`src/rtl/pc_pkg.sv`:
```
// Shared definitions for the program-counter slice: op codes and default geometry.
package pc_pkg;

    localparam int ADDR_W_DEF      = 19;
    localparam int OFS_W_DEF       = 10;
    localparam int STACK_DEPTH_DEF = 8;

    typedef enum logic [2:0] {
        OP_NOP    = 3'd0,
        OP_INC    = 3'd1,
        OP_LOAD   = 3'd2,
        OP_BRANCH = 3'd3,
        OP_CALL   = 3'd4,
        OP_RET    = 3'd5,
        OP_CLR    = 3'd6
    } pc_op_t;

endpackage

```
`src/rtl/pc_stack_unit_if.sv`:
```
// Control-unit <-> program-counter bus: op request in, fetch/execute addresses and stack status out.
interface pc_stack_unit_if #(
    parameter int ADDR_W      = 19,
    parameter int OFS_W       = 10,
    parameter int STACK_DEPTH = 8
);
    localparam int SP_W = $clog2(STACK_DEPTH) + 1;

    logic              en;
    logic [2:0]        op;
    logic [ADDR_W-1:0] target;
    logic [OFS_W-1:0]  offset;
    logic [ADDR_W-1:0] pc;
    logic [ADDR_W-1:0] execadd;
    logic [SP_W-1:0]   sp;
    logic              ovf;
    logic              unf;

    modport master (output en, op, target, offset,
                    input  pc, execadd, sp, ovf, unf);
    modport slave  (input  en, op, target, offset,
                    output pc, execadd, sp, ovf, unf);
endinterface

```
`src/rtl/pc_ret_stack.sv`:
```
// Hardware return-address LIFO; read data is the current top entry, available combinationally.
module pc_ret_stack #(
    parameter int ADDR_W      = 19,
    parameter int STACK_DEPTH = 8,
    localparam int SP_W       = $clog2(STACK_DEPTH) + 1,
    localparam int IDX_W      = $clog2(STACK_DEPTH)
) (
    input  logic              CLK,
    input  logic              RST_N,
    input  logic              clr,
    input  logic              push,
    input  logic              pop,
    input  logic [ADDR_W-1:0] wdata,
    output logic [ADDR_W-1:0] rdata,
    output logic [SP_W-1:0]   sp,
    output logic              full,
    output logic              empty
);
    logic [ADDR_W-1:0] mem_r [STACK_DEPTH];
    logic [SP_W-1:0]   sp_r;
    logic [IDX_W-1:0]  wr_idx_s;
    logic [IDX_W-1:0]  rd_idx_s;

    // With sp a power of two plus one bit, the low bits address the next free slot;
    // decrementing them modulo the depth addresses the top entry.
    assign wr_idx_s = sp_r[IDX_W-1:0];
    assign rd_idx_s = wr_idx_s - {{(IDX_W-1){1'b0}}, 1'b1};
    assign rdata    = mem_r[rd_idx_s];
    assign sp       = sp_r;
    assign full     = (sp_r == SP_W'(STACK_DEPTH));
    assign empty    = (sp_r == {SP_W{1'b0}});

    // Occupancy counter; clear wins over push/pop.
    always_ff @(posedge CLK or negedge RST_N) begin
        if (!RST_N) begin
            sp_r <= {SP_W{1'b0}};
        end else if (clr) begin
            sp_r <= {SP_W{1'b0}};
        end else if (push) begin
            sp_r <= sp_r + {{(SP_W-1){1'b0}}, 1'b1};
        end else if (pop) begin
            sp_r <= sp_r - {{(SP_W-1){1'b0}}, 1'b1};
        end
    end

    // Storage array; contents are don't-care after reset.
    always_ff @(posedge CLK) begin
        if (push) begin
            mem_r[wr_idx_s] <= wdata;
        end
    end
endmodule

```
`src/rtl/pc_stack_unit.sv`:
```
// Program counter with relative branch and call/return via an internal return stack.
// Optional PC_EXCVEC_EN: stack overflow/underflow redirects the next pc to EXC_VEC.
module pc_stack_unit
    import pc_pkg::*;
#(
    parameter int                 ADDR_W      = ADDR_W_DEF,
    parameter int                 OFS_W       = OFS_W_DEF,
    parameter int                 STACK_DEPTH = STACK_DEPTH_DEF,
    parameter logic [ADDR_W-1:0]  RESET_VEC   = '0,
    parameter logic [ADDR_W-1:0]  EXC_VEC     = 19'h7FF00,
    localparam int                SP_W        = $clog2(STACK_DEPTH) + 1
) (
    input  logic           CLK,
    input  logic           RST_N,
    pc_stack_unit_if.slave bus
);
`ifdef PC_EXCVEC_EN
    localparam logic EXC_EN = 1'b1;
`else
    localparam logic EXC_EN = 1'b0;
`endif

    logic [ADDR_W-1:0] pc_r;
    logic [ADDR_W-1:0] execadd_r;
    logic              ovf_r;
    logic              unf_r;

    logic [ADDR_W-1:0] pc_next_s;
    logic [ADDR_W-1:0] pc_inc_s;
    logic [ADDR_W-1:0] ofs_ext_s;
    logic [ADDR_W-1:0] stk_rdata_s;
    logic [SP_W-1:0]   stk_sp_s;
    logic              stk_full_s;
    logic              stk_empty_s;
    logic              push_s;
    logic              pop_s;
    logic              clr_s;
    logic              ovf_set_s;
    logic              unf_set_s;
    pc_op_t            op_s;

    assign op_s      = pc_op_t'(bus.op);
    assign pc_inc_s  = pc_r + {{(ADDR_W-1){1'b0}}, 1'b1};
    assign ofs_ext_s = {{(ADDR_W-OFS_W){bus.offset[OFS_W-1]}}, bus.offset};

    pc_ret_stack #(
        .ADDR_W      (ADDR_W),
        .STACK_DEPTH (STACK_DEPTH)
    ) u_stack (
        .CLK   (CLK),
        .RST_N (RST_N),
        .clr   (clr_s & bus.en),
        .push  (push_s & bus.en),
        .pop   (pop_s & bus.en),
        .wdata (pc_inc_s),
        .rdata (stk_rdata_s),
        .sp    (stk_sp_s),
        .full  (stk_full_s),
        .empty (stk_empty_s)
    );

    // Next-pc select and stack/flag requests; a failed CALL/RET never touches the stack.
    always_comb begin
        pc_next_s = pc_r;
        push_s    = 1'b0;
        pop_s     = 1'b0;
        clr_s     = 1'b0;
        ovf_set_s = 1'b0;
        unf_set_s = 1'b0;
        case (op_s)
            OP_NOP:    pc_next_s = pc_r;
            OP_INC:    pc_next_s = pc_inc_s;
            OP_LOAD:   pc_next_s = bus.target;
            OP_BRANCH: pc_next_s = pc_r + ofs_ext_s;
            OP_CALL: begin
                if (stk_full_s) begin
                    ovf_set_s = 1'b1;
                    pc_next_s = EXC_EN ? EXC_VEC : bus.target;
                end else begin
                    push_s    = 1'b1;
                    pc_next_s = bus.target;
                end
            end
            OP_RET: begin
                if (stk_empty_s) begin
                    unf_set_s = 1'b1;
                    pc_next_s = EXC_EN ? EXC_VEC : pc_inc_s;
                end else begin
                    pop_s     = 1'b1;
                    pc_next_s = stk_rdata_s;
                end
            end
            OP_CLR: begin
                clr_s     = 1'b1;
                pc_next_s = RESET_VEC;
            end
            default:   pc_next_s = pc_r;
        endcase
    end

    // PC, execute address and sticky error flags; everything holds while stalled.
    always_ff @(posedge CLK or negedge RST_N) begin
        if (!RST_N) begin
            pc_r      <= RESET_VEC;
            execadd_r <= RESET_VEC;
            ovf_r     <= 1'b0;
            unf_r     <= 1'b0;
        end else if (bus.en) begin
            pc_r      <= pc_next_s;
            execadd_r <= pc_r;
            ovf_r     <= ovf_r | ovf_set_s;
            unf_r     <= unf_r | unf_set_s;
        end
    end

    assign bus.pc      = pc_r;
    assign bus.execadd = execadd_r;
    assign bus.sp      = stk_sp_s;
    assign bus.ovf     = ovf_r;
    assign bus.unf     = unf_r;
endmodule

```
`src/flat_wrapper.sv`:
```
// flat-port wrapper written by rule: the top's interface ports become plain ports
module pc_stack_unit_flat import pc_pkg::*;
#(
    parameter int                 ADDR_W      = ADDR_W_DEF,
    parameter int                 OFS_W       = OFS_W_DEF,
    parameter int                 STACK_DEPTH = STACK_DEPTH_DEF,
    parameter logic [ADDR_W-1:0]  RESET_VEC   = '0,
    parameter logic [ADDR_W-1:0]  EXC_VEC     = 19'h7FF00,
    localparam int                SP_W        = $clog2(STACK_DEPTH) + 1
)
  (CLK, RST_N, bus_en, bus_op, bus_target, bus_offset, bus_pc, bus_execadd, bus_sp, bus_ovf, bus_unf);
  pc_stack_unit_if #(.ADDR_W(ADDR_W), .OFS_W(OFS_W), .STACK_DEPTH(STACK_DEPTH)) bus_i ();
  input  logic CLK;
  input  logic RST_N;
  input wire logic [$bits(bus_i.en)-1:0] bus_en;
  input wire logic [$bits(bus_i.op)-1:0] bus_op;
  input wire logic [$bits(bus_i.target)-1:0] bus_target;
  input wire logic [$bits(bus_i.offset)-1:0] bus_offset;
  output wire logic [$bits(bus_i.pc)-1:0] bus_pc;
  output wire logic [$bits(bus_i.execadd)-1:0] bus_execadd;
  output wire logic [$bits(bus_i.sp)-1:0] bus_sp;
  output wire logic [$bits(bus_i.ovf)-1:0] bus_ovf;
  output wire logic [$bits(bus_i.unf)-1:0] bus_unf;
  assign bus_i.en = bus_en;
  assign bus_i.op = bus_op;
  assign bus_i.target = bus_target;
  assign bus_i.offset = bus_offset;
  assign bus_pc = bus_i.pc;
  assign bus_execadd = bus_i.execadd;
  assign bus_sp = bus_i.sp;
  assign bus_ovf = bus_i.ovf;
  assign bus_unf = bus_i.unf;
  pc_stack_unit #(.ADDR_W(ADDR_W), .OFS_W(OFS_W), .STACK_DEPTH(STACK_DEPTH), .RESET_VEC(RESET_VEC), .EXC_VEC(EXC_VEC)) u_core (.CLK(CLK), .RST_N(RST_N), .bus(bus_i));
endmodule
```
`config.mk`:
```
export PLATFORM = sky130hd
export DESIGN_NAME = pc_stack_unit_flat
export DESIGN_NICKNAME = d
export VERILOG_FILES = /design/src/rtl/pc_pkg.sv /design/src/rtl/pc_stack_unit_if.sv /design/src/rtl/pc_ret_stack.sv /design/src/rtl/pc_stack_unit.sv /design/src/flat_wrapper.sv
export SDC_FILE = /design/constraint.sdc
export NUM_CORES = 1
export LEC_CHECK = 0
export BUFFER_PORTS_ARGS = -buffer_cell sky130_fd_sc_hd__buf_2
export CORE_ASPECT_RATIO = 0.8
export CORE_MARGIN = 2
export CORE_UTILIZATION = 60
export DETAILED_ROUTE_END_ITERATION = 8
export GPL_TIMING_DRIVEN = 0
export PLACE_DENSITY = 0.8
export SLEW_MARGIN = 20
export SYNTH_ARGS = -nofsm -noshare
export SYNTH_HDL_FRONTEND = slang
export SYNTH_SLANG_ARGS = --single-unit
```
`constraint.sdc`:
```
create_clock -name CLK -period 5.8 [get_ports CLK]
set_input_delay 0.87 -clock CLK [delete_from_list [all_inputs] [get_ports CLK]]
set_output_delay 0.87 -clock CLK [all_outputs]
set_load 0.02 [all_outputs]
```
# Word-level counts from Yosys, hierarchy flattened
# Memories as Yosys holds them, arrays and structs flattened.
# Index checks and enable logic that the tools add are counted.
# totals
ff_bits	44
ramBits	152
in_bits	35
output_inout_bits	44
wordCells	44
memories	1
# classes
add_sub_neg	5
n_eq_ne	7
mux	16
bitwise_logic	5
reduce_logical	5
# memory_table
memory	words	width	rd	rd_ports_with_merged_regs	write_ports	line	text
u_core.u_stack.mem_r	8	19	1	0	1	pc_ret_stack.sv:19	logic [ADDR_W-1:0] mem_r [STACK_DEPTH];
# ops
operator	count
19-bit case mux with 5 select lines	1
19-bit by 1-bit adder with 19-bit output, second input constant	1
19-bit adder	1
19-bit 2-to-1 mux	1
4-bit 2-to-1 mux	3
1-bit 2-to-1 mux	11
3-bit == test, second input constant	3
3-bit by 2-bit == test with 1-bit output, second input constant	2
5-bit nonzero test	1
4-bit by 1-bit adder with 4-bit output, second input constant	1
4-bit == test, second input constant	1
4-bit logical NOT	1
4-bit by 1-bit subtractor with 4-bit output, second input constant	1
1-bit bitwise AND	3
3-bit by 1-bit == test with 1-bit output, second input constant	1
3-bit nonzero test	1
3-bit by 1-bit subtractor with 3-bit output, second input constant	1
1-bit bitwise OR	2
2-bit AND reduction	1
2-bit OR reduction	1

# Logic depth before layout (Yosys ltp)
# Gate-level depths: netlist of the first run.
# depth
depth_word	7
ltp_mapped	13
depth_no_buf	10

# Cells and area by module
# A second synthesis of the first run with hierarchy kept.
# hier_totals
hier_cells	652
area_unflattened_um2	9709.3
# by_module_without_submodules
mod	n_inst	cells_per_inst	area_each_um2	seq_area_each_um2
pc_ret_stack	1	269	6264.8	4664.5
pc_stack_unit	1	383	3444.6	1001.0

# Least setup slack after synthesis of the first run
# Ideal clock, no wire load.
# synth_timing
path_kind	register to register
start	register u_core.u_stack.sp_r[0], in the netlist u_core.u_stack.sp[0]
end	memory u_core.u_stack.mem_r[0][0], enable pin
setup_ns	0.444
arrival_time_ns	3.895
t_required_ns	5.356
slack_ns	1.461
path_stages_with_launch	10
path_buffers	3
synth_period_minus_slack_ns	4.339
cell_sequence	dfrtp_1 > buf_4 > buf_4 > buf_1 > inv_1 > ha_1 > nor2b_1 > nand2_1 > nand2_1 > nor4_1
# synth_between
elab_chain_len	6
# synth_lines
element	line	text
from (decl)	pc_ret_stack.sv:20	logic [SP_W-1:0] sp_r;
from (signal assigned)	pc_ret_stack.sv:36	sp_r <= {SP_W{1'b0}};
from (signal assigned)	pc_ret_stack.sv:38	sp_r <= {SP_W{1'b0}};
from (signal assigned)	pc_ret_stack.sv:40	sp_r <= sp_r + {{(SP_W-1){1'b0}}, 1'b1};
4-bit == test	pc_ret_stack.sv:30	assign full = (sp_r == SP_W'(STACK_DEPTH));
1-bit 2-to-1 mux	pc_stack_unit.sv:76	if (stk_full_s) begin
1-bit 2-to-1 mux	pc_stack_unit.sv:70	case (op_s)
1-bit bitwise AND	pc_stack_unit.sv:53	.push (push_s & bus.en),
1-bit 2-to-1 mux	pc_ret_stack.sv:48	if (push) begin
1-bit 2-to-1 mux (not written as such)	pc_ret_stack.sv:49	mem_r[wr_idx_s] <= wdata;
to (decl)	pc_ret_stack.sv:19	
# Parallel ways exist; a longest one is shown, timed or not.

# Final worst setup path of the first run
# layout_timing
start	register u_core.u_stack.sp_r[0], in the netlist u_core.u_stack.sp[0]
end	register u_core.pc_r[15], in the netlist u_core.bus.pc[15]
# layout_between
elab_chain_len	4
elab_cells_between_ends	5
classes_between	1 x add/sub; 2 x mux; 1 x reduce/logical; 1 x memory
# layout_lines
element	line	text
3-bit by 1-bit subtractor with 3-bit output	pc_ret_stack.sv:27	assign rd_idx_s = wr_idx_s - {{(IDX_W-1){1'b0}}, 1'b1};
memory 8 x 19 bit	--	
19-bit 2-to-1 mux *	pc_stack_unit.sv:85	if (stk_empty_s) begin
19-bit case mux with 5 select lines *	pc_stack_unit.sv:70	
to (signal assigned)	pc_stack_unit.sv:109	pc_r <= pc_next_s;
to (decl)	pc_stack_unit.sv:23	logic [ADDR_W-1:0] pc_r;
# Mark *: on every way between the ends. The rest lies on a longest branch, timed or not.
# A chain may end at the register's enable or synchronous reset.

==> results of run 1 <==
## area by class of cell
cell class	instances	area (sq um)	share of cell area
timing repair buffer	88	473	0.0432
clock buffer	18	429	0.0392
buffer	35	156	0.0143
multi-input combinational	447	3720	0.341
inverter	24	90.1	0.00824
sequential	196	5670	0.518
clock inverter	14	130	0.0119
tap	215	269	0.0246
## metal layers
| layer | vias to the layer above | share of wire | global-route usage |
|---|---|---|---|
| li1 | 2947 | - | - |
| met3 | 28 | 0.096 | 0.0663 |
| met1 | 3288 | 0.43 | 0.413 |
| met5 | - | 0 | 0 |
| met4 | 0 | 0.013 | 0.0797 |
| met2 | 354 | 0.47 | 0.448 |
## report_power, final
part	internal [mW]	switching, mW
Sequential	1.79	0.164
Clock	0.597	0.522
Combinational	0.866	1.34
## worst max-delay path, stage by stage (launching register included)
cell	delay [ps]
sky130_fd_sc_hd__dfrtp_1	350
sky130_fd_sc_hd__buf_4	240
sky130_fd_sc_hd__buf_4	270
sky130_fd_sc_hd__buf_1	550
sky130_fd_sc_hd__inv_1	220
sky130_fd_sc_hd__ha_1	380
sky130_fd_sc_hd__buf_2	300
sky130_fd_sc_hd__buf_2	340
sky130_fd_sc_hd__mux4_2	360
sky130_fd_sc_hd__mux2i_1	320
sky130_fd_sc_hd__a2bb2oi_1	210
sky130_fd_sc_hd__o31ai_1	100
sky130_fd_sc_hd__a221oi_1	270
sky130_fd_sc_hd__o21ai_0	140
## per-stage QoR
stage / power (mW) / utilization / hold slack, ps / TNS [ps]
floorplan: 3.50 / - / 574 / 0
global placement: 4.06 / 0.652 / 463 / -5480
detailed placement: 4.15 / 0.661 / 457 / 0
CTS: 5.27 / 0.697 / 481 / 0
global route: 5.55 / 0.697 / 474 / 0
finish: 5.28 / 0.697 / 430 / 0
## worst max-delay path by stage
stage / startpoint / endpoint / cells past startpoint
floorplan: u_core.u_stack.sp[0]$_DFFE_PN0P_ / u_core.u_stack.mem_r[0][0]$_DFFE_PP_ / 9
global placement: u_core.u_stack.sp[0]$_DFFE_PN0P_ / u_core.u_stack.mem_r[0][3]$_DFFE_PP_ / 9
detailed placement: u_core.u_stack.sp[0]$_DFFE_PN0P_ / u_core.bus.pc[1]$_DFFE_PN0P_ / 13
CTS: u_core.u_stack.sp[0]$_DFFE_PN0P_ / u_core.bus.pc[1]$_DFFE_PN0P_ / 13
global route: u_core.u_stack.sp[0]$_DFFE_PN0P_ / u_core.bus.pc[0]$_DFFE_PN0P_ / 13
finish: u_core.u_stack.sp[0]$_DFFE_PN0P_ / u_core.bus.pc[15]$_DFFE_PN0P_ / 13
## registers in the layout, indices dropped and copies added (netlist names)
signal and flops:
u_core.u_stack.mem_r 152, u_core.u_stack.sp 4, u_core.bus.unf 1, u_core.bus.ovf 1
u_core.bus.execadd 19, u_core.bus.pc 19
## synth_stat cells (8+ instances only)
| cell type | n | area, sq um |
|---|---|---|
| sky130_fd_sc_hd__a21o_1 | 9 | 67.6 |
| sky130_fd_sc_hd__a21oi_1 | 44 | 220 |
| sky130_fd_sc_hd__and2_1 | 8 | 50.1 |
| sky130_fd_sc_hd__buf_2 | 8 | 40.0 |
| sky130_fd_sc_hd__clkbuf_1 | 21 | 78.8 |
| sky130_fd_sc_hd__dfrtp_1 | 44 | 1100 |
| sky130_fd_sc_hd__edfxtp_1 | 152 | 4560 |
| sky130_fd_sc_hd__ha_1 | 22 | 275 |
| sky130_fd_sc_hd__inv_1 | 24 | 90.1 |
| sky130_fd_sc_hd__mux2_2 | 20 | 225 |
| sky130_fd_sc_hd__mux2i_1 | 9 | 90.1 |
| sky130_fd_sc_hd__mux4_2 | 38 | 856 |
| sky130_fd_sc_hd__nand2_1 | 60 | 225 |
| sky130_fd_sc_hd__nand3_1 | 13 | 65.1 |
| sky130_fd_sc_hd__nor2_1 | 26 | 97.6 |
| sky130_fd_sc_hd__nor3_1 | 16 | 80.1 |
| sky130_fd_sc_hd__o21ai_0 | 29 | 145 |
| sky130_fd_sc_hd__xnor2_1 | 15 | 131 |
| sky130_fd_sc_hd__xor2_1 | 9 | 78.8 |
## cells by family (layout without fill, tap and decap cells)
kind of cell	Yosys count	after routing	share of synthesized area
flip-flops	196	196	0.591
adder cells (fa/ha/maj)	28	28	0.0371
AND/OR/NAND/NOR	169	169	0.0872
AO/OA/AOI/OAI	159	159	0.114
XOR/XNOR	24	24	0.0219
buffers and inverters	59	179	0.0257
multiplexers	67	67	0.122
==> flow_summary_export.csv, run 1 <==
group,metric,value,unit
timing,rsz0062_at_grt,"no",
clocking,clock_latency,440,ps
grt,aggregate_global_route_resource_usage,0.286,
critical_path,setup.worst_path.class,"flop to flop",
flow_run,drv.max_cap_violation_count,0,
critical_path,max_fo_critical_path,10,
detailed_routing,vias_per_cell,6.38,
timing,layout_min_cycle_time,4190,ps
clocking,htreeDepth,4,
timing,worst_slew_pin_tran,978,ps
clocking,numCtsBuffers,17,
critical_path,critical_path.endpoint_type,"flop",
floorplan,initial_core_util,0.610,
grt,first_global_vias,6365,
synth,ys_seq_elements,196,
synth,yosys_warnings,0,
hold_path,worstHoldPathType,"input pin to async pin",
cells_and_area,stdcell_count,1037,
timing,final.period_utilization,0.723,
detailed_routing,antenna_left,0,
clocking,resized_cells_post_cts,0,
placement,gpl_congestion,0.939,
timing,timing.slew.headroom,0.344,
synth,post_synth_num_cell_types,66,
placement,place_inst,1005,
timing,setup-violations-final,0,
synth,post_synth_instance_area,0.00958,sq mm
grt,grt_first_pass_wirelength,35.8,mm
cells_and_area,layout_common_cells,"sky130_fd_sc_hd__edfxtp_1 (152), sky130_fd_sc_hd__buf_2 (86), sky130_fd_sc_hd__nand2_1 (60)",
floorplan,fp.coreArea,0.0157,sq mm
synth,portion_of_the_post_synthesis_area_used_by_sequential_elements,0.591,
clocking,ctsLongestPathBuffers,2,
placement,placedInstanceArea,0.0104,sq mm
detailed_routing,initialDrtViolationCount,849,
clocking,path_clk_slew,70,ps
critical_path,reg2reg_slack,1610,ps
clocking,numClockSinks,196,
run_status,outcome,"finished, final reports clean",
critical_path,reg2reg_to,"u_core.bus.pc[15]$_DFFE_PN0P_",
synth,async_reset_ff_frac,0.224,
floorplan,fp.dieW,145,microns
synth,synth.net_count,761,
grt,grt_max_degree,45,
cells_and_area,antennaDiodeCount,0,
timing,clock.fmax,0.239,GHz
critical_path,critPathRequiredTime,6100,ps
clocking,postCtsSetupBuffers,0,
timing,skew,11.6,ps
floorplan,die_height,117,microns
clocking,cts_tree,"yes",
floorplan,io_pins,79,
grt,antenna_found_initial,0,
detailed_routing,wirelength,23.4,mm
detailed_routing,wl_per_cell,22.6,microns
critical_path,worstReg2RegStart,"u_core.u_stack.sp[0]$_DFFE_PN0P_",
critical_path,reg2reg_depth,13,
critical_path,crit_arrival,4490,ps
synth,postSynth.topFlopCell,"sky130_fd_sc_hd__edfxtp_1",
timing,worst_slack,1610,ps
synth,post_synth_inst_count,702,
synth,synthesis.area_per_instance,13.6,sq um
clocking,clock_tree.root_cell,"sky130_fd_sc_hd__clkbuf_16",
placement,pre_cts_slack,1700,ps
floorplan,floorplan.rows,41,
detailed_routing,detailroute.via_count,6617,
critical_path,cp-start-kind,"flop",
cells_and_area,mostFrequentLayoutCell,"sky130_fd_sc_hd__edfxtp_1",
cells_and_area,net_count_of_the_finished_layout,868,
detailed_routing,remaining_drc_errors,0,
cells_and_area,final_layout_size_suffix_gt1_frac,0.246,
synth,synth_enable_flop_cells,152,
clocking,cts_hold_repair.buffers,0,
floorplan,floorplan.die_area,0.0170,sq mm
placement,hpwl,16.5,mm
grt,residual_overflow_from_global_routing,0,
power,static-leakage-power,4.06,nW
detailed_routing,detail_route.first_pass.iterations,6,
power,power_density,483,mW/mm^2
cells_and_area,layout.cell_area.non_filler,0.0109,sq mm
power,vdd_drop_max,364,uV
cells_and_area,syn2layout_area_growth,14.2,%
timing,final-hold-violation-count,0,
cells_and_area,n_fill_cell,1088,
placement,port_buffers,76,
timing,slew_viol_final,0,
Power figures use the tool's default switching activity.
==> run 2, diff against run 1 <==
==> constraint.sdc (replaced) <==
create_clock -name CLK -period 4.3 [get_ports CLK]
set_input_delay 0.645 -clock CLK [delete_from_list [all_inputs] [get_ports CLK]]
set_output_delay 0.645 -clock CLK [all_outputs]
set_load 0.02 [all_outputs]
==> run 2 against run 1 <==
Compared with the run above:
- clock power increased by 43%
- highest routed layer unchanged
- maximum frequency grew 8.1%
- sequential share of layout area fell by 0.19 points
- sequential power increased by 35%
- core utilization is 0.26 points higher
- die area did not move
- clock skew rose by 4.8 ps
- global-route usage rose by 0.85 points
- setup slack got worse by 1200 ps
- routed wire length is 3.5% higher
- combinational power increased by 35%
==> flow_summary_export.csv, run 2 (synthesis results as in run 1) <==
group,metric,value,unit
power,p_int,4.47,mW
cells_and_area,n_fill_cell,1087,
power,static-leakage-power,4.07,nW
power,p_total,7.23,mW
timing,layout_min_cycle_time,3880,ps
timing,final-hold-violation-count,0,
critical_path,setup.worst_path.class,"flop to flop",
cells_and_area,mostFrequentLayoutCell,"sky130_fd_sc_hd__edfxtp_1",
clocking,numClockSinks,196,
detailed_routing,detailroute.via_count,6796,
timing,fin_setup_tns,0,ps
critical_path,max_fo_critical_path,10,
placement,pre_cts_slack,101,ps
clocking,path_clk_slew,80,ps
critical_path,reg2reg_slack,420,ps
detailed_routing,antenna_left,0,
clocking,htreeDepth,4,
timing,final.period_utilization,0.902,
clocking,clock_latency,450,ps
placement,gpl_congestion,0.967,
placement,port_buffers,76,
timing,setup-violations-final,0,
detailed_routing,remaining_drc_errors,0,
power,power_switching,2.76,mW
cells_and_area,antennaDiodeCount,0,
floorplan,floorplan.rows,41,
grt,first_global_vias,6386,
detailed_routing,vias_per_cell,6.57,
grt,aggregate_global_route_resource_usage,0.295,
clocking,cts_hold_repair.buffers,0,
floorplan,floorplan.die_area,0.0170,sq mm
floorplan,io_pins,79,
run_status,outcome,"finished, final reports clean",
flow_run,drv.max_cap_violation_count,0,
detailed_routing,wirelength,24.2,mm
timing,slew_viol_final,0,
critical_path,critPathRequiredTime,4600,ps
power,power.share.switching,0.382,
timing,timing.slew.headroom,0.425,
cells_and_area,final_layout_size_suffix_gt1_frac,0.248,
grt,grt_first_pass_wirelength,36.9,mm
cells_and_area,syn2layout_area_growth,14.6,%
floorplan,fp.dieW,145,microns
detailed_routing,detail_route.first_pass.iterations,5,
cells_and_area,stdcell_count,1035,
grt,residual_overflow_from_global_routing,0,
power,p_seq_frac,0.366,
cells_and_area,layout_common_cells,"sky130_fd_sc_hd__edfxtp_1 (152), sky130_fd_sc_hd__buf_2 (83), sky130_fd_sc_hd__nand2_1 (60)",
placement,hpwl,17.0,mm
floorplan,fp.coreArea,0.0157,sq mm
floorplan,die_height,117,microns
power,power_density,659,mW/mm^2
critical_path,critical_path.endpoint_type,"flop",
critical_path,crit_arrival,4170,ps
power,comb_power_share,0.412,
timing,worst_slew_pin_tran,857,ps
timing,fin_worst_hold_slack,198,ps
detailed_routing,initialDrtViolationCount,866,
timing,rsz0062_at_grt,"no",
clocking,ctsLongestPathBuffers,2,
placement,place_inst,1003,
clocking,cts_tree,"yes",
grt,grt_max_degree,45,
detailed_routing,wl_per_cell,23.4,microns
cells_and_area,largest_register_ff_count,152,
clocking,numCtsBuffers,17,
power,clock_power_share,0.222,
timing,worst_slack,422,ps
critical_path,cp-start-kind,"flop",
power,vdd_drop_max,348,uV
floorplan,initial_core_util,0.610,
hold_path,worstHoldPathType,"input pin to async pin",
clocking,clock_tree.root_cell,"sky130_fd_sc_hd__clkbuf_16",
clocking,resized_cells_post_cts,0,
cells_and_area,net_count_of_the_finished_layout,866,
timing,clock.fmax,0.258,GHz
grt,antenna_found_initial,0,
cells_and_area,largest-register,"u_core.u_stack.mem_r",
clocking,postCtsSetupBuffers,0,
timing,skew,16.4,ps
==> run 2: cell count changes in the layout (fill, tap and decap cells not counted), sizes merged <==
cell | previous run | this run
buf | 102 | 99
clkinv | 7 | 4
inv | 28 | 30
bufinv | 1 | 2
clkbuf | 39 | 40
==> run 2: final cells by class <==
type	instances	area [sq um]	area share
Clock buffer	18	429	0.0391
Sequential cell	196	5670	0.516
Buffer	35	158	0.0144
Timing Repair Buffer	86	465	0.0424
Multi-Input combinational cell	447	3730	0.340
Clock inverter	14	168	0.0153
Inverter	24	90.1	0.00821
Tap cell	215	269	0.0245
==> run 2: worst paths after layout <==
kind                                                   from                                end  depth (start not counted)
max                        u_core.u_stack.sp[0]$_DFFE_PN0P_       u_core.bus.pc[1]$_DFFE_PN0P_                         13
min                                                   RST_N  u_core.bus.execadd[1]$_DFFE_PN0P_                          1
max reg2reg                u_core.u_stack.sp[0]$_DFFE_PN0P_       u_core.bus.pc[1]$_DFFE_PN0P_                         13
min reg2reg                      u_core.bus.ovf$_DFFE_PN0P_         u_core.bus.ovf$_DFFE_PN0P_                          1
max in group asynchronous                             RST_N   u_core.u_stack.sp[1]$_DFFE_PN0P_                          1
min in group CLK                 u_core.bus.ovf$_DFFE_PN0P_         u_core.bus.ovf$_DFFE_PN0P_                          1
==> run 2: power groups by stage <==
| stage | combinational (mW) | clock (mW) | sequential [mW] |
|---|---|---|---|
| after global placement | 2.82 | 0 | 2.66 |
| after detailed placement | 2.93 | 0 | 2.68 |
| after global routing | 3.24 | 1.69 | 2.68 |
| final | 2.98 | 1.60 | 2.65 |
| after floorplan | 1.90 | 0 | 2.82 |
| after CTS | 2.96 | 1.62 | 2.64 |
==> run 2: worst max-delay path, stage by stage, from the launching register on <==
cell                       delay [ps]
sky130_fd_sc_hd__dfrtp_1          350
sky130_fd_sc_hd__buf_4            230
sky130_fd_sc_hd__buf_4            280
sky130_fd_sc_hd__clkbuf_2         370
sky130_fd_sc_hd__inv_1            160
sky130_fd_sc_hd__ha_1             330
sky130_fd_sc_hd__buf_2            280
sky130_fd_sc_hd__buf_2            310
sky130_fd_sc_hd__buf_1            510
sky130_fd_sc_hd__mux4_2           400
sky130_fd_sc_hd__nand2_1           80
sky130_fd_sc_hd__a21oi_1          110
sky130_fd_sc_hd__a21oi_1          200
sky130_fd_sc_hd__a22oi_1           90
==> run 2: metrics by stage <==
step / util / instance area (sq um)
after floorplan: - / 9590
after global placement: 0.652 / 10200
after detailed placement: 0.661 / 10400
after CTS: 0.699 / 11000
after global routing: 0.699 / 11000
final: 0.699 / 11000
==> run 2: per-layer routing <==
| metal | vias to the layer above | GRT usage | part of all wire |
|---|---|---|---|
| li1 | 2961 | - | - |
| met1 | 3388 | 0.423 | 0.41 |
| met2 | 410 | 0.464 | 0.47 |
| met3 | 37 | 0.0581 | 0.10 |
| met4 | 0 | 0.0980 | 0.018 |
| met5 | - | 0 | 0 |
==> run 3, diff against run 2 <==
--- a/config.mk
+++ b/config.mk
@@ -6,6 +6,7 @@
 export NUM_CORES = 1
 export LEC_CHECK = 0
 export BUFFER_PORTS_ARGS = -buffer_cell sky130_fd_sc_hd__buf_2
+export CAP_MARGIN = 10
 export CORE_ASPECT_RATIO = 0.8
 export CORE_MARGIN = 2
 export CORE_UTILIZATION = 60
@@ -15,4 +16,5 @@
 export SLEW_MARGIN = 20
 export SYNTH_ARGS = -nofsm -noshare
 export SYNTH_HDL_FRONTEND = slang
+export SYNTH_HIERARCHICAL = 1
 export SYNTH_SLANG_ARGS = --single-unit
==> run 3 against run 2 <==
Compared with the run above:
- area after synthesis is 1.3% higher
- non-clock buffer count shrank 10
- worst hold slack got worse by 3.1 ps
- routed wire length down 2.4%
- sequential share of layout area is 0.10 points lower
- sequential power up 2%
- maximum frequency shrank 6.3%
- sequential cell count is the same
- largest cell class unchanged
- highest routed layer unchanged
==> flow_summary_export.csv, run 3 <==
group,metric,value,unit
critical_path,reg2reg_slack,160,ps
timing,skew,12.1,ps
clocking,path_clk_slew,70,ps
floorplan,floorplan.die_area,0.0172,sq mm
synth,yosys_warnings,6,
grt,grt_first_pass_wirelength,36.1,mm
synth,async_reset_ff_frac,0.224,
grt,first_global_vias,6286,
synth,synth.net_count,712,
detailed_routing,initialDrtViolationCount,679,
critical_path,setup.worst_path.class,"flop to flop",
clocking,cts_tree,"yes",
grt,residual_overflow_from_global_routing,0,
clocking,clock_tree.root_cell,"sky130_fd_sc_hd__clkbuf_16",
synth,synth_top_area_share,0.470,
detailed_routing,wirelength,23.6,mm
floorplan,fp.coreArea,0.0158,sq mm
cells_and_area,largest-register,"u_core/u_stack/mem_r",
power,vdd_drop_max,424,uV
detailed_routing,remaining_drc_errors,0,
synth,synth_enable_flop_cells,152,
clocking,htreeDepth,4,
critical_path,slowest_cell_on_the_critical_path,"sky130_fd_sc_hd__clkbuf_1",
critical_path,crit_path_max_incr_delay,610,ps
clocking,numClockSinks,196,
floorplan,floorplan.rows,41,
critical_path,critPathRequiredTime,4600,ps
power,static-leakage-power,4.12,nW
detailed_routing,vias_per_cell,6.49,
critical_path,reg2reg_to,"u_core/bus.pc[11]$_DFFE_PN0P_",
synth,synth_largest_area_cell,"sky130_fd_sc_hd__edfxtp_1",
flow_run,drv.max_cap_violation_count,0,
clocking,clock_latency,440,ps
clocking,resized_cells_post_cts,0,
timing,final.period_utilization,0.962,
critical_path,critPathTopFamily,"buffers and inverters",
critical_path,critical_path.endpoint_type,"flop",
cells_and_area,largest_register_ff_count,152,
synth,post_synth_num_cell_types,78,
synth,synthesis.area_per_instance,14.9,sq um
run_status,outcome,"finished, final reports clean",
floorplan,die_height,118,microns
power,p_total,7.55,mW
timing,layout_min_cycle_time,4140,ps
timing,final-hold-violation-count,0,
timing,timing.slew.headroom,0.296,
synth,ys_seq_elements,196,
synth,netlist_top_cells_area,"sky130_fd_sc_hd__edfxtp_1 (47%), sky130_fd_sc_hd__dfrtp_1 (11%), sky130_fd_sc_hd__mux4_1 (9.5%)",
timing,worst_slew_pin_tran,1050,ps
critical_path,reg2reg_depth,14,
critical_path,max_fo_critical_path,10,
grt,aggregate_global_route_resource_usage,0.284,
placement,port_buffers,76,
detailed_routing,antenna_left,0,
synth,postSynth.topFlopCell,"sky130_fd_sc_hd__edfxtp_1",
floorplan,initial_core_util,0.615,
critical_path,cp-start-kind,"flop",
timing,clock.fmax,0.242,GHz
timing,rsz0062_at_grt,"no",
cells_and_area,final_layout_size_suffix_gt1_frac,0.266,
synth,synth_common_cells,"sky130_fd_sc_hd__edfxtp_1 (152), sky130_fd_sc_hd__dfrtp_1 (44), sky130_fd_sc_hd__nand2_1 (41)",
synth,post_synth_inst_count,652,
clocking,postCtsSetupBuffers,0,
hold_path,worstHoldPathType,"input pin to async pin",
cells_and_area,layout_common_cells,"sky130_fd_sc_hd__edfxtp_1 (152), sky130_fd_sc_hd__buf_2 (92), sky130_fd_sc_hd__dfrtp_1 (44)",
clocking,ctsLongestPathBuffers,2,
cells_and_area,syn2layout_area_growth,13.3,%
detailed_routing,detail_route.first_pass.iterations,8,
synth,synth.most_common_cell,"sky130_fd_sc_hd__edfxtp_1",
grt,antenna_found_initial,0,
cells_and_area,net_count_of_the_finished_layout,811,
synth,portion_of_the_post_synthesis_area_used_by_sequential_elements,0.584,
critical_path,cp.buffers_inverters,5,
power,power_density,686,mW/mm^2
detailed_routing,wl_per_cell,24.2,microns
placement,hpwl,16.5,mm
placement,gpl_congestion,0.900,
detailed_routing,detailroute.via_count,6353,
cells_and_area,mostFrequentLayoutCell,"sky130_fd_sc_hd__edfxtp_1",
cells_and_area,n_fill_cell,1096,
critical_path,worstPathCellList,"buf_6 > buf_6 > inv_1 > ha_1 > buf_2 > clkbuf_1 > mux4_1 > mux2_2 > and3_1 > o21ai_0 > a21boi_0 > o31ai_1 > a22oi_1 > o21ai_0",
timing,slew_viol_final,0,
clocking,numCtsBuffers,17,
floorplan,fp.dieW,146,microns
clocking,cts_hold_repair.buffers,0,
cells_and_area,antennaDiodeCount,0,
critical_path,worstReg2RegStart,"u_core/u_stack/sp[0]$_DFFE_PN0P_",
timing,setup-violations-final,0,
cells_and_area,final_util,0.696,
floorplan,io_pins,79,
synth,post_synth_instance_area,0.00971,sq mm
grt,grt_max_degree,45,
critical_path,crit_arrival,4440,ps
==> run 3: cell types whose count changed after synthesis, moves of 7 or more <==
cell                       change
sky130_fd_sc_hd__mux4_1       +35
sky130_fd_sc_hd__mux4_2       -35
sky130_fd_sc_hd__nand2_1      -19
sky130_fd_sc_hd__mux2_2       +18
sky130_fd_sc_hd__a21oi_1      -16
sky130_fd_sc_hd__clkbuf_1     -16
sky130_fd_sc_hd__xnor2_1      +10
sky130_fd_sc_hd__buf_2         +9
sky130_fd_sc_hd__inv_1         -9
sky130_fd_sc_hd__nor3_1        -9
sky130_fd_sc_hd__mux2i_1       -7
==> run 3: through the flow <==
step	setup WS [ps]	std cells	hold slack, ps	setup TNS (ps)	cell area [sq um]
detailed placement	305	947	443	0	10400
floorplan	446	652	349	0	9710
CTS	271	979	404	0	11000
global route	13.6	979	227	0	11000
finish	163	979	195	0	11000
global placement	-961	943	435	-36400	10400
==> run 3: area by class of cell <==
class	count	area (sq um)	share of cell area
Buffer	31	190	0.0173
Clock buffer	17	425	0.0387
Clock inverter	15	128	0.0116
Inverter	15	56.3	0.00512
Multi-Input combinational cell	410	3850	0.350
Sequential cell	196	5670	0.515
Tap cell	215	269	0.0245
Timing Repair Buffer	80	413	0.0375
==> run 3: worst max path at each step <==
stage	startpoint	slack [ps]	to	cells after the start
after floorplan	u_core/u_stack/sp[0]$_DFFE_PN0P_	450	u_core/u_stack/mem_r[1][0]$_DFFE_PP_	8
after global placement	u_core/u_stack/sp[0]$_DFFE_PN0P_	-960	u_core/u_stack/mem_r[1][3]$_DFFE_PP_	8
after detailed placement	u_core/u_stack/sp[0]$_DFFE_PN0P_	310	u_core/bus.pc[11]$_DFFE_PN0P_	14
after CTS	u_core/u_stack/sp[0]$_DFFE_PN0P_	270	u_core/bus.pc[11]$_DFFE_PN0P_	14
after global routing	u_core/u_stack/sp[0]$_DFFE_PN0P_	10	u_core/bus.pc[11]$_DFFE_PN0P_	14
final	u_core/u_stack/sp[0]$_DFFE_PN0P_	160	u_core/bus.pc[11]$_DFFE_PN0P_	14
==> run 3: routing by layer <==
| layer | up-vias | routed length, microns | GRT usage |
|---|---|---|---|
| li1 | 2800 | - | - |
| met1 | 3161 | 9990 | 0.412 |
| met2 | 366 | 11000 | 0.433 |
| met3 | 26 | 2320 | 0.0752 |
| met4 | 0 | 327 | 0.0734 |
| met5 | - | 0 | 0 |
==> run 3: worst reg2reg max path: cells and delay by family (launching register included) <==
family | cells | cell delay, ps
simple gates | 1 | 180
mux | 2 | 750
flops | 1 | 380
buf+inv | 5 | 1370
compound gates | 5 | 990
fa+ha+maj | 1 | 320
==> run 3: logic make-up after synthesis <==
| family | after synthesis | share of synthesized area |
|---|---|---|
| flops | 196 | 0.584 |
| buf+inv | 46 | 0.0254 |
| mux | 78 | 0.148 |
| fa+ha+maj | 25 | 0.0338 |
| xor+xnor | 33 | 0.0325 |
| compound gates | 145 | 0.106 |
| simple gates | 129 | 0.0713 |
==> run 3: power by group <==
part	leakage (nW)	internal, mW	total, mW	switching, mW
Sequential	1.89	2.46	2.70	0.247
Clock	0.266	0.801	1.51	0.709
Combinational	1.96	1.40	3.34	1.93
